<file path="src/rtl/ttm4_ctrl_pkg.sv">
// Shared types and default widths for the TTM4 run/halt/step controller.
package ttm4_ctrl_pkg;

  localparam int ADDR_W_DEF     = 8;
  localparam int INSTR_W_DEF    = 15;
  localparam int CNT_W_DEF      = 16;
  localparam int RST_CYCLES_DEF = 4;

  typedef enum logic [2:0] {
    S_RESET = 3'd0,
    S_HALT  = 3'd1,
    S_RUN   = 3'd2,
    S_STEP  = 3'd3,
    S_LOAD  = 3'd4
  } runState_t;

endpackage

</file>
<file path="src/rtl/ttm4_run_ctrl_if.sv">
// Host, CPU and program-memory signals of the run controller.
interface ttm4_run_ctrl_if
  import ttm4_ctrl_pkg::*;
#(
  parameter int ADDR_W  = ADDR_W_DEF,
  parameter int INSTR_W = INSTR_W_DEF,
  parameter int CNT_W   = CNT_W_DEF
);
  logic               HOST_RESET;
  logic               HOST_RUN;
  logic               HOST_HALT;
  logic               HOST_STEP;
  logic               HOST_WR_REQ;
  logic [ADDR_W-1:0]  HOST_WR_ADDR;
  logic [INSTR_W-1:0] HOST_WR_DATA;
  logic               HOST_WR_ACK;
  logic               BREAK_EN;
  logic [ADDR_W-1:0]  BREAK_ADDR;
  logic [ADDR_W-1:0]  CPU_PC;
  logic               CPU_CE;
  logic               CPU_RST;
  logic [ADDR_W-1:0]  MEM_ADDR;
  logic [INSTR_W-1:0] MEM_WDATA;
  logic               MEM_WE;
  logic               HALTED;
  logic [2:0]         STATE;
  logic [CNT_W-1:0]   CYCLE_CNT;

  modport master (
    output HOST_RESET, HOST_RUN, HOST_HALT, HOST_STEP,
    output HOST_WR_REQ, HOST_WR_ADDR, HOST_WR_DATA,
    output BREAK_EN, BREAK_ADDR, CPU_PC,
    input  HOST_WR_ACK, CPU_CE, CPU_RST, MEM_ADDR, MEM_WDATA, MEM_WE,
    input  HALTED, STATE, CYCLE_CNT
  );

  modport slave (
    input  HOST_RESET, HOST_RUN, HOST_HALT, HOST_STEP,
    input  HOST_WR_REQ, HOST_WR_ADDR, HOST_WR_DATA,
    input  BREAK_EN, BREAK_ADDR, CPU_PC,
    output HOST_WR_ACK, CPU_CE, CPU_RST, MEM_ADDR, MEM_WDATA, MEM_WE,
    output HALTED, STATE, CYCLE_CNT
  );
endinterface

</file>
<file path="src/rtl/ttm4_sat_counter.sv">
// Up-counter that sticks at all-ones; synchronous clear, async active-high reset.
module ttm4_sat_counter #(
  parameter int CNT_W = 16
) (
  input  logic             clk,
  input  logic             rst,
  input  logic             clear,
  input  logic             inc,
  output logic [CNT_W-1:0] count
);
  always_ff @(posedge clk or posedge rst) begin
    if (rst)
      count <= '0;
    else if (clear)
      count <= '0;
    else if (inc && (count != '1))
      count <= count + 1'b1;
  end
endmodule

</file>
<file path="src/rtl/ttm4_run_ctrl.sv">
// Run/halt/single-step sequencer and program-memory write arbiter for the TTM4 CPU.
//  state   | meaning
//  S_RESET | CPU held in reset for RST_CYCLES, cycle counter cleared
//  S_HALT  | idle; accepts run, step or program write
//  S_RUN   | free-run until host halt or breakpoint
//  S_STEP  | one enabled CPU cycle
//  S_LOAD  | one program-memory write cycle with ack
module ttm4_run_ctrl
  import ttm4_ctrl_pkg::*;
#(
  parameter int ADDR_W     = ADDR_W_DEF,
  parameter int INSTR_W    = INSTR_W_DEF,
  parameter int CNT_W      = CNT_W_DEF,
  parameter int RST_CYCLES = RST_CYCLES_DEF
) (
  input  logic           CLK,
  input  logic           RST,
  ttm4_run_ctrl_if.slave bus
);
  localparam int RC_W = (RST_CYCLES > 1) ? $clog2(RST_CYCLES) : 1;
  localparam logic [RC_W-1:0] RC_INIT = RC_W'(RST_CYCLES - 1);

  runState_t          state, nextState;
  logic [RC_W-1:0]    rstCnt;
  logic               wrBusy;
  logic               first;
  logic [ADDR_W-1:0]  wrAddr;
  logic [INSTR_W-1:0] wrData;
  logic               cpuCe;
  logic               bpHit;

  always_comb begin
    nextState = state;
    cpuCe     = 1'b0;
    bpHit     = 1'b0;
    case (state)
      S_RESET: if (rstCnt == '0) nextState = S_HALT;
      S_HALT: begin
        if (bus.HOST_WR_REQ && !wrBusy) nextState = S_LOAD;
        else if (bus.HOST_RUN)          nextState = S_RUN;
        else if (bus.HOST_STEP)         nextState = S_STEP;
      end
      S_RUN: begin
        // first masks the breakpoint so a resume executes the instruction it stopped on
        bpHit = bus.BREAK_EN && (bus.CPU_PC == bus.BREAK_ADDR) && !first;
        cpuCe = !bpHit;
        if (bus.HOST_HALT || bpHit) nextState = S_HALT;
      end
      S_STEP: begin
        cpuCe     = 1'b1;
        nextState = S_HALT;
      end
      S_LOAD:  nextState = S_HALT;
      default: nextState = S_RESET;
    endcase
    if (bus.HOST_RESET) nextState = S_RESET;
  end

  always_ff @(posedge CLK or posedge RST) begin
    if (RST) begin
      state  <= S_RESET;
      rstCnt <= RC_INIT;
      wrBusy <= 1'b0;
      first  <= 1'b0;
      wrAddr <= '0;
      wrData <= '0;
    end else begin
      state <= nextState;
      if (state != S_RESET || bus.HOST_RESET)
        rstCnt <= RC_INIT;
      else if (rstCnt != '0)
        rstCnt <= rstCnt - 1'b1;
      if (state == S_LOAD)
        wrBusy <= 1'b1;
      else if (!bus.HOST_WR_REQ)
        wrBusy <= 1'b0;
      if (state == S_HALT && nextState == S_RUN)
        first <= 1'b1;
      else if (state == S_RUN)
        first <= 1'b0;
      if (state == S_HALT && nextState == S_LOAD) begin
        wrAddr <= bus.HOST_WR_ADDR;
        wrData <= bus.HOST_WR_DATA;
      end
    end
  end

  assign bus.CPU_CE      = cpuCe;
  assign bus.CPU_RST     = (state == S_RESET);
  assign bus.HALTED      = (state == S_HALT);
  assign bus.MEM_WE      = (state == S_LOAD);
  assign bus.HOST_WR_ACK = (state == S_LOAD);
  assign bus.MEM_ADDR    = (state == S_LOAD) ? wrAddr : bus.CPU_PC;
  assign bus.MEM_WDATA   = wrData;
  assign bus.STATE       = state;

  ttm4_sat_counter #(.CNT_W(CNT_W)) cycleCounter (
    .clk   (CLK),
    .rst   (RST),
    .clear (state == S_RESET),
    .inc   (cpuCe),
    .count (bus.CYCLE_CNT)
  );
endmodule

</file>
<file path="src/flat_wrapper.sv">
// flat-port wrapper written by rule: the top's interface ports become plain ports
module ttm4_run_ctrl_flat import ttm4_ctrl_pkg::*;
#(
  parameter int ADDR_W     = ADDR_W_DEF,
  parameter int INSTR_W    = INSTR_W_DEF,
  parameter int CNT_W      = CNT_W_DEF,
  parameter int RST_CYCLES = RST_CYCLES_DEF
)
  (CLK, RST, bus_HOST_RESET, bus_HOST_RUN, bus_HOST_HALT, bus_HOST_STEP, bus_HOST_WR_REQ, bus_HOST_WR_ADDR, bus_HOST_WR_DATA, bus_BREAK_EN, bus_BREAK_ADDR, bus_CPU_PC, bus_HOST_WR_ACK, bus_CPU_CE, bus_CPU_RST, bus_MEM_ADDR, bus_MEM_WDATA, bus_MEM_WE, bus_HALTED, bus_STATE, bus_CYCLE_CNT);
  ttm4_run_ctrl_if #(.ADDR_W(ADDR_W), .INSTR_W(INSTR_W), .CNT_W(CNT_W)) bus_i ();
  input  logic CLK;
  input  logic RST;
  input wire logic [$bits(bus_i.HOST_RESET)-1:0] bus_HOST_RESET;
  input wire logic [$bits(bus_i.HOST_RUN)-1:0] bus_HOST_RUN;
  input wire logic [$bits(bus_i.HOST_HALT)-1:0] bus_HOST_HALT;
  input wire logic [$bits(bus_i.HOST_STEP)-1:0] bus_HOST_STEP;
  input wire logic [$bits(bus_i.HOST_WR_REQ)-1:0] bus_HOST_WR_REQ;
  input wire logic [$bits(bus_i.HOST_WR_ADDR)-1:0] bus_HOST_WR_ADDR;
  input wire logic [$bits(bus_i.HOST_WR_DATA)-1:0] bus_HOST_WR_DATA;
  input wire logic [$bits(bus_i.BREAK_EN)-1:0] bus_BREAK_EN;
  input wire logic [$bits(bus_i.BREAK_ADDR)-1:0] bus_BREAK_ADDR;
  input wire logic [$bits(bus_i.CPU_PC)-1:0] bus_CPU_PC;
  output wire logic [$bits(bus_i.HOST_WR_ACK)-1:0] bus_HOST_WR_ACK;
  output wire logic [$bits(bus_i.CPU_CE)-1:0] bus_CPU_CE;
  output wire logic [$bits(bus_i.CPU_RST)-1:0] bus_CPU_RST;
  output wire logic [$bits(bus_i.MEM_ADDR)-1:0] bus_MEM_ADDR;
  output wire logic [$bits(bus_i.MEM_WDATA)-1:0] bus_MEM_WDATA;
  output wire logic [$bits(bus_i.MEM_WE)-1:0] bus_MEM_WE;
  output wire logic [$bits(bus_i.HALTED)-1:0] bus_HALTED;
  output wire logic [$bits(bus_i.STATE)-1:0] bus_STATE;
  output wire logic [$bits(bus_i.CYCLE_CNT)-1:0] bus_CYCLE_CNT;
  assign bus_i.HOST_RESET = bus_HOST_RESET;
  assign bus_i.HOST_RUN = bus_HOST_RUN;
  assign bus_i.HOST_HALT = bus_HOST_HALT;
  assign bus_i.HOST_STEP = bus_HOST_STEP;
  assign bus_i.HOST_WR_REQ = bus_HOST_WR_REQ;
  assign bus_i.HOST_WR_ADDR = bus_HOST_WR_ADDR;
  assign bus_i.HOST_WR_DATA = bus_HOST_WR_DATA;
  assign bus_i.BREAK_EN = bus_BREAK_EN;
  assign bus_i.BREAK_ADDR = bus_BREAK_ADDR;
  assign bus_i.CPU_PC = bus_CPU_PC;
  assign bus_HOST_WR_ACK = bus_i.HOST_WR_ACK;
  assign bus_CPU_CE = bus_i.CPU_CE;
  assign bus_CPU_RST = bus_i.CPU_RST;
  assign bus_MEM_ADDR = bus_i.MEM_ADDR;
  assign bus_MEM_WDATA = bus_i.MEM_WDATA;
  assign bus_MEM_WE = bus_i.MEM_WE;
  assign bus_HALTED = bus_i.HALTED;
  assign bus_STATE = bus_i.STATE;
  assign bus_CYCLE_CNT = bus_i.CYCLE_CNT;
  ttm4_run_ctrl #(.ADDR_W(ADDR_W), .INSTR_W(INSTR_W), .CNT_W(CNT_W), .RST_CYCLES(RST_CYCLES)) u_core (.CLK(CLK), .RST(RST), .bus(bus_i));
endmodule
</file>
<file path="config.mk">
export PLATFORM = sky130hd
export DESIGN_NAME = ttm4_run_ctrl_flat
export DESIGN_NICKNAME = d
export VERILOG_FILES = /design/src/rtl/ttm4_ctrl_pkg.sv /design/src/rtl/ttm4_run_ctrl_if.sv /design/src/rtl/ttm4_sat_counter.sv /design/src/rtl/ttm4_run_ctrl.sv /design/src/flat_wrapper.sv
export SDC_FILE = /design/constraint.sdc
export NUM_CORES = 1
export LEC_CHECK = 0
export CAP_MARGIN = 5
export CORE_MARGIN = 2
export CORE_UTILIZATION = 39
export CTS_CLUSTER_DIAMETER = 120
export CTS_CLUSTER_SIZE = 25
export DETAILED_ROUTE_END_ITERATION = 16
export PLACE_DENSITY = 0.76
export SLEW_MARGIN = 20
export SYNTH_ARGS = -nofsm -noshare
export SYNTH_HDL_FRONTEND = slang
export SYNTH_SLANG_ARGS = --single-unit
</file>
<file path="constraint.sdc">
create_clock -name CLK -period 1.8 [get_ports CLK]
set_clock_uncertainty 0.1 [all_clocks]
set_input_delay 0.27 -clock CLK [delete_from_list [all_inputs] [get_ports CLK]]
set_output_delay 0.27 -clock CLK [all_outputs]
set_load 0.01 [all_outputs]
</file>
**After elaboration in Yosys (flattened, before gate mapping)**

Index checks and enable logic that the tools add are counted.
Widths: inputs -> output; s select.

- Add/subtract/negate cells: 2
- Equality and inequality tests: 9
- Multiplexer cells: 17
- Reduce and logical (&&, ||, !) cells: 19

Operators by type and width:

| operator | count |
|---|---|
| $mux 16 | 2 |
| $mux 3 | 6 |
| $add 16x1->16 const B | 1 |
| $ne 16x16->1 const B | 1 |
| $pmux 3 s4 | 1 |
| $eq 3x2->1 const B | 3 |
| $eq 8x8->1 | 1 |
| $mux 8 | 1 |
| $reduce_bool 2->1 | 4 |
| $eq 3x3->1 const B | 2 |
| $logic_and 1x1->1 | 6 |
| $mux 1 | 4 |
| $mux 2 | 2 |
| $eq 3x1->1 const B | 1 |
| $logic_not 1->1 | 3 |
| $logic_not 3->1 | 1 |
| $reduce_bool 3->1 | 1 |
| $logic_not 2->1 | 1 |
| $logic_or 1x1->1 | 2 |
| $ne 2x1->1 const B | 1 |
| $pmux 1 s2 | 1 |
| $reduce_or 2->1 | 1 |
| $sub 2x1->2 const B | 1 |

- Register bits after elaboration: 46
- Input port bits: 47
- Output and inout port bits: 47
- Logic and storage cells: 54

**Depth between registers and ports, before layout**

- Depth in word-level cells: 10
- Depth in mapped cells: 7

**Modules after synthesis**

From an unflattened synthesis, not the netlist that was laid out.

- Cell total of the unflattened synthesis: 212
- Area, all modules: 2472.4 um2

Modules (own cells, without submodules):

| module | times used | cells each | area each (um2) |
|---|---|---|---|
| ttm4_run_ctrl | 1 | 111 | 1540.2 |
| ttm4_sat_counter | 1 | 101 | 932.1 |

**Worst setup path after synthesis**

OpenSTA, ideal clock, no wires.

- Path kind: register to output
- Start: register u_core.state[1], in the netlist u_core.bus.STATE[1]
- End: output port bus_MEM_ADDR[0]
- Arrival: 1568 ps
- Data required time: 1430 ps
- Slack: -138 ps
- Cell stages (with the launch flop): 5
- Buffers on the path: 2
- Cell sequence: dfrtp_1 > buf_2 > nor3b_1 > buf_1 > mux2_2

- Word-level cells in the longest chain between the ends: 2

RTL lines:

| what | RTL line | RTL |
|---|---|---|
| start: declaration | ttm4_run_ctrl.sv:23 | `runState_t state, nextState;` |
| start signal: assignment | ttm4_run_ctrl.sv:68 | `state <= nextState;` |
| $eq 3x3->1 | n/a |  |
| via bus_HOST_WR_ACK | flat_wrapper.sv:23 | `output wire logic [$bits(bus_i.HOST_WR_ACK)-1:0] bus_HOST_WR_ACK;` |
| $mux 8 | ttm4_run_ctrl.sv:93 | `assign bus.MEM_ADDR = (state == S_LOAD) ? wrAddr : bus.CPU_PC;` |
| end: declaration | flat_wrapper.sv:26 | `output wire logic [$bits(bus_i.MEM_ADDR)-1:0] bus_MEM_ADDR;` |

The timed path passes the listed nets, and every way through them passes these cells.

**Worst setup path after layout**

- Start: register u_core.state[1], in the netlist u_core.bus.STATE[1]
- End: output port bus_MEM_ADDR[4]

- Word-level cells in the longest chain between the ends: 2

RTL lines:

| what | RTL line |
|---|---|
| $eq 3x3->1 | ttm4_run_ctrl.sv:93 |
| $mux 8 | ttm4_run_ctrl.sv:93 |

Every way passes these cells.

==> reports/qor.txt <==
placed cell areas: 3616 µm²
reg2reg path depth: 6
DR vias/cell: 5.223
outcome: complete, but fails checks
reg2reg setup slack: -230 ps
FF-to-FF Start: u_core.cycleCounter.count[0]
Die Y: 82.06 µm
I/O pin cnt: 94
Yosys reg bits: 46
total grt overflow: 0
Syn Area/Cell: 11.31 µm²
Slew @ Worst Pin: 420.8 ps
CP Capture Type: output pin
core area: 5921 µm²
prevailing post-synth register cell: dfrtp_1
layout cells sized above 1: 0.4306
Worst R2R End: u_core.cycleCounter.count[10]
pin count of the biggest net entering global routing: 25
routability cong.: 0.7706
area growth from synthesis to layout: 82.04%
initial antenna violation count: 0
Final Hold Viols: 0
post-DP HPWL: 4.420 mm
worst path required time: 1430 ps
global-route wire length before repair: 10.50 mm
WS Path Type: flop to output pin
Worst Hold Class: input pin to asynchronous set/reset pin
CTS H-tree depth: 2
Cell Area, Synth: 2376 µm²
Initial Utilization: 0.4013
routed length per instance: 17.14 µm
total CTS buffers: 5
Yosys cell types: 46
Slew headroom: 0.7174
dpl ws: -641.5 ps
Achievable Freq: 0.4829 GHz
Pins Over Slew Limit: 0
leakage power: 0.001944 µW
syn_nets: 259
crit path DAT: 1700 ps
violated checks: setup timing
sequential share of the synthesized area: 0.4855
diodes inserted: 0
GRT Util Overall: 0.2046
final wirelength: 7.456 mm
Final #Nets: 408
RSZ-0062 raised after global routing: yes
crit start category: flop
CTS Buffer Depth: 2
Period minus WS final: 2071 ps
Final Setup Violations: 23
Die X: 82.06 µm
post-layout utilization of the core: 0.7306
period utilization: 1.150
drt pass-1 iters: 4
die area: 6733 µm²
fraction of registers with async set/reset: 1.000
TritonCTS clock tree: yes
most common cell after layout, fill and taps aside: clkdlybuf4s50_1
setup ws final: -270.7 ps
maximum VDD drop: 574.7 µV
vias in the first global route: 2195
number of synthesized flops with an enable pin: 0
worst skew pair latency: 300 ps
total power: 3392 µW
CTS Sinks: 46
Synthesis Warnings: 0
root buf cell: clkbuf_8
Reg clk slew, reported paths: 90 ps
pwr/cell area: 784.2 nW/µm²
row cnt: 28
Residual DRC: 0
port buffer count: 93
Post-Synthesis Cells: 210
Vias: 2272
most frequent cells in the layout: clkdlybuf4s50_1 (62), dfrtp_1 (44), buf_4 (39), mux2_2 (25), buf_6 (23)
Final Instance Area: 4325 µm²
max-cap viol count: 0
post-route ant nets: 0
DRT iter0 DRCs: 92
CP Max Fanout: 5
crit path launch: u_core.bus.STATE[1]
## Yosys cell counts, drive strengths merged, types with 5 or more instances
master	n	area share
o31ai	8	0.025
nand2	13	0.021
o211ai	6	0.019
dfrtp	44	0.46
a21oi	6	0.013
nand2b	7	0.018
nand4	5	0.019
buf	9	0.022
or3	5	0.013
xor2	8	0.029
mux2	31	0.15
inv	6	0.0095
nor3	6	0.013
nor2	11	0.018
mux2i	5	0.021
## power breakdown
part / total [µW] / internal [µW] / switching (µW)
clock network: 765 / 409 / 356
registers: 1440 / 1300 / 136
logic: 1190 / 735 / 456
## worst max-delay path, cell delays in order, from the launching register on
cell and delay [ps]:
dfrtp_1 400, nor3b_2 270, buf_4 210, buf_6 100, mux2_4 300, buf_6 120
## routing by layer
layer | global-route usage | vias to the layer above | share of wire
met4 | 0.05500 | 0 | 0.021
met3 | 0.06703 | 17 | 0.062
met2 | 0.3480 | 77 | 0.54
li1 | - | 1058 | -
met5 | 0 | - | 0
met1 | 0.2484 | 1120 | 0.37
## worst max-delay path by stage
stage	to	slack [ps]	cells after the start
detailed placement	bus_CPU_CE	-640	6
finish	bus_MEM_ADDR[4]	-270	5
global placement	bus_CPU_CE	-640	6
global route	bus_MEM_ADDR[5]	-330	5
CTS	bus_MEM_ADDR[4]	-250	5
floorplan	u_core.cycleCounter.count[10]	-60	6
## flip-flops by register name, indices dropped and copies added (netlist names)
name	flops
u_core.first	1
u_core.wrBusy	1
u_core.wrAddr	8
u_core.bus.STATE	3
u_core.cycleCounter.count	16
u_core.bus.MEM_WDATA	15
u_core.rstCnt	2
## logic make-up after synthesis
| group | after synthesis | share of synthesized area |
|---|---|---|
| AND/OR/NAND/NOR | 70 | 0.1796 |
| buffers and inverters | 17 | 0.03476 |
| flip-flops | 46 | 0.4855 |
| multiplexers | 36 | 0.1680 |
| AO/OA/AOI/OAI | 30 | 0.08847 |
| adder cells (fa/ha/maj) | 2 | 0.01053 |
| XOR/XNOR | 9 | 0.03318 |
## stage by stage
stage	std cells	hold WS (ps)	TNS (ps)
floorplan	210	233.1	-83.68
global placement	400	365.1	-9667
detailed placement	400	368.8	-10240
CTS	426	168.4	-2700
global route	435	186.5	-5016
finish	435	167.0	-3184
## final cells by class
type / count / area [µm²]
multi-input combinational: 147 / 1400
clock inverter: 3 / 40.04
clock buffer: 5 / 68.82
fill: 417 / 1595
sequential: 46 / 1154
inverter: 6 / 25.02
timing repair buffer: 153 / 1544
tap: 75 / 93.84
## what timing repair did
item / CTS / global route
hold buffers: 0 / 0
endpoints found under the setup margin: 29 / 53
cloned: 3 / 3
setup buffers: 15 / 8
pin swaps: 15 / 14
resized for setup: 105 / 54
(Power assumes the default switching activity.)
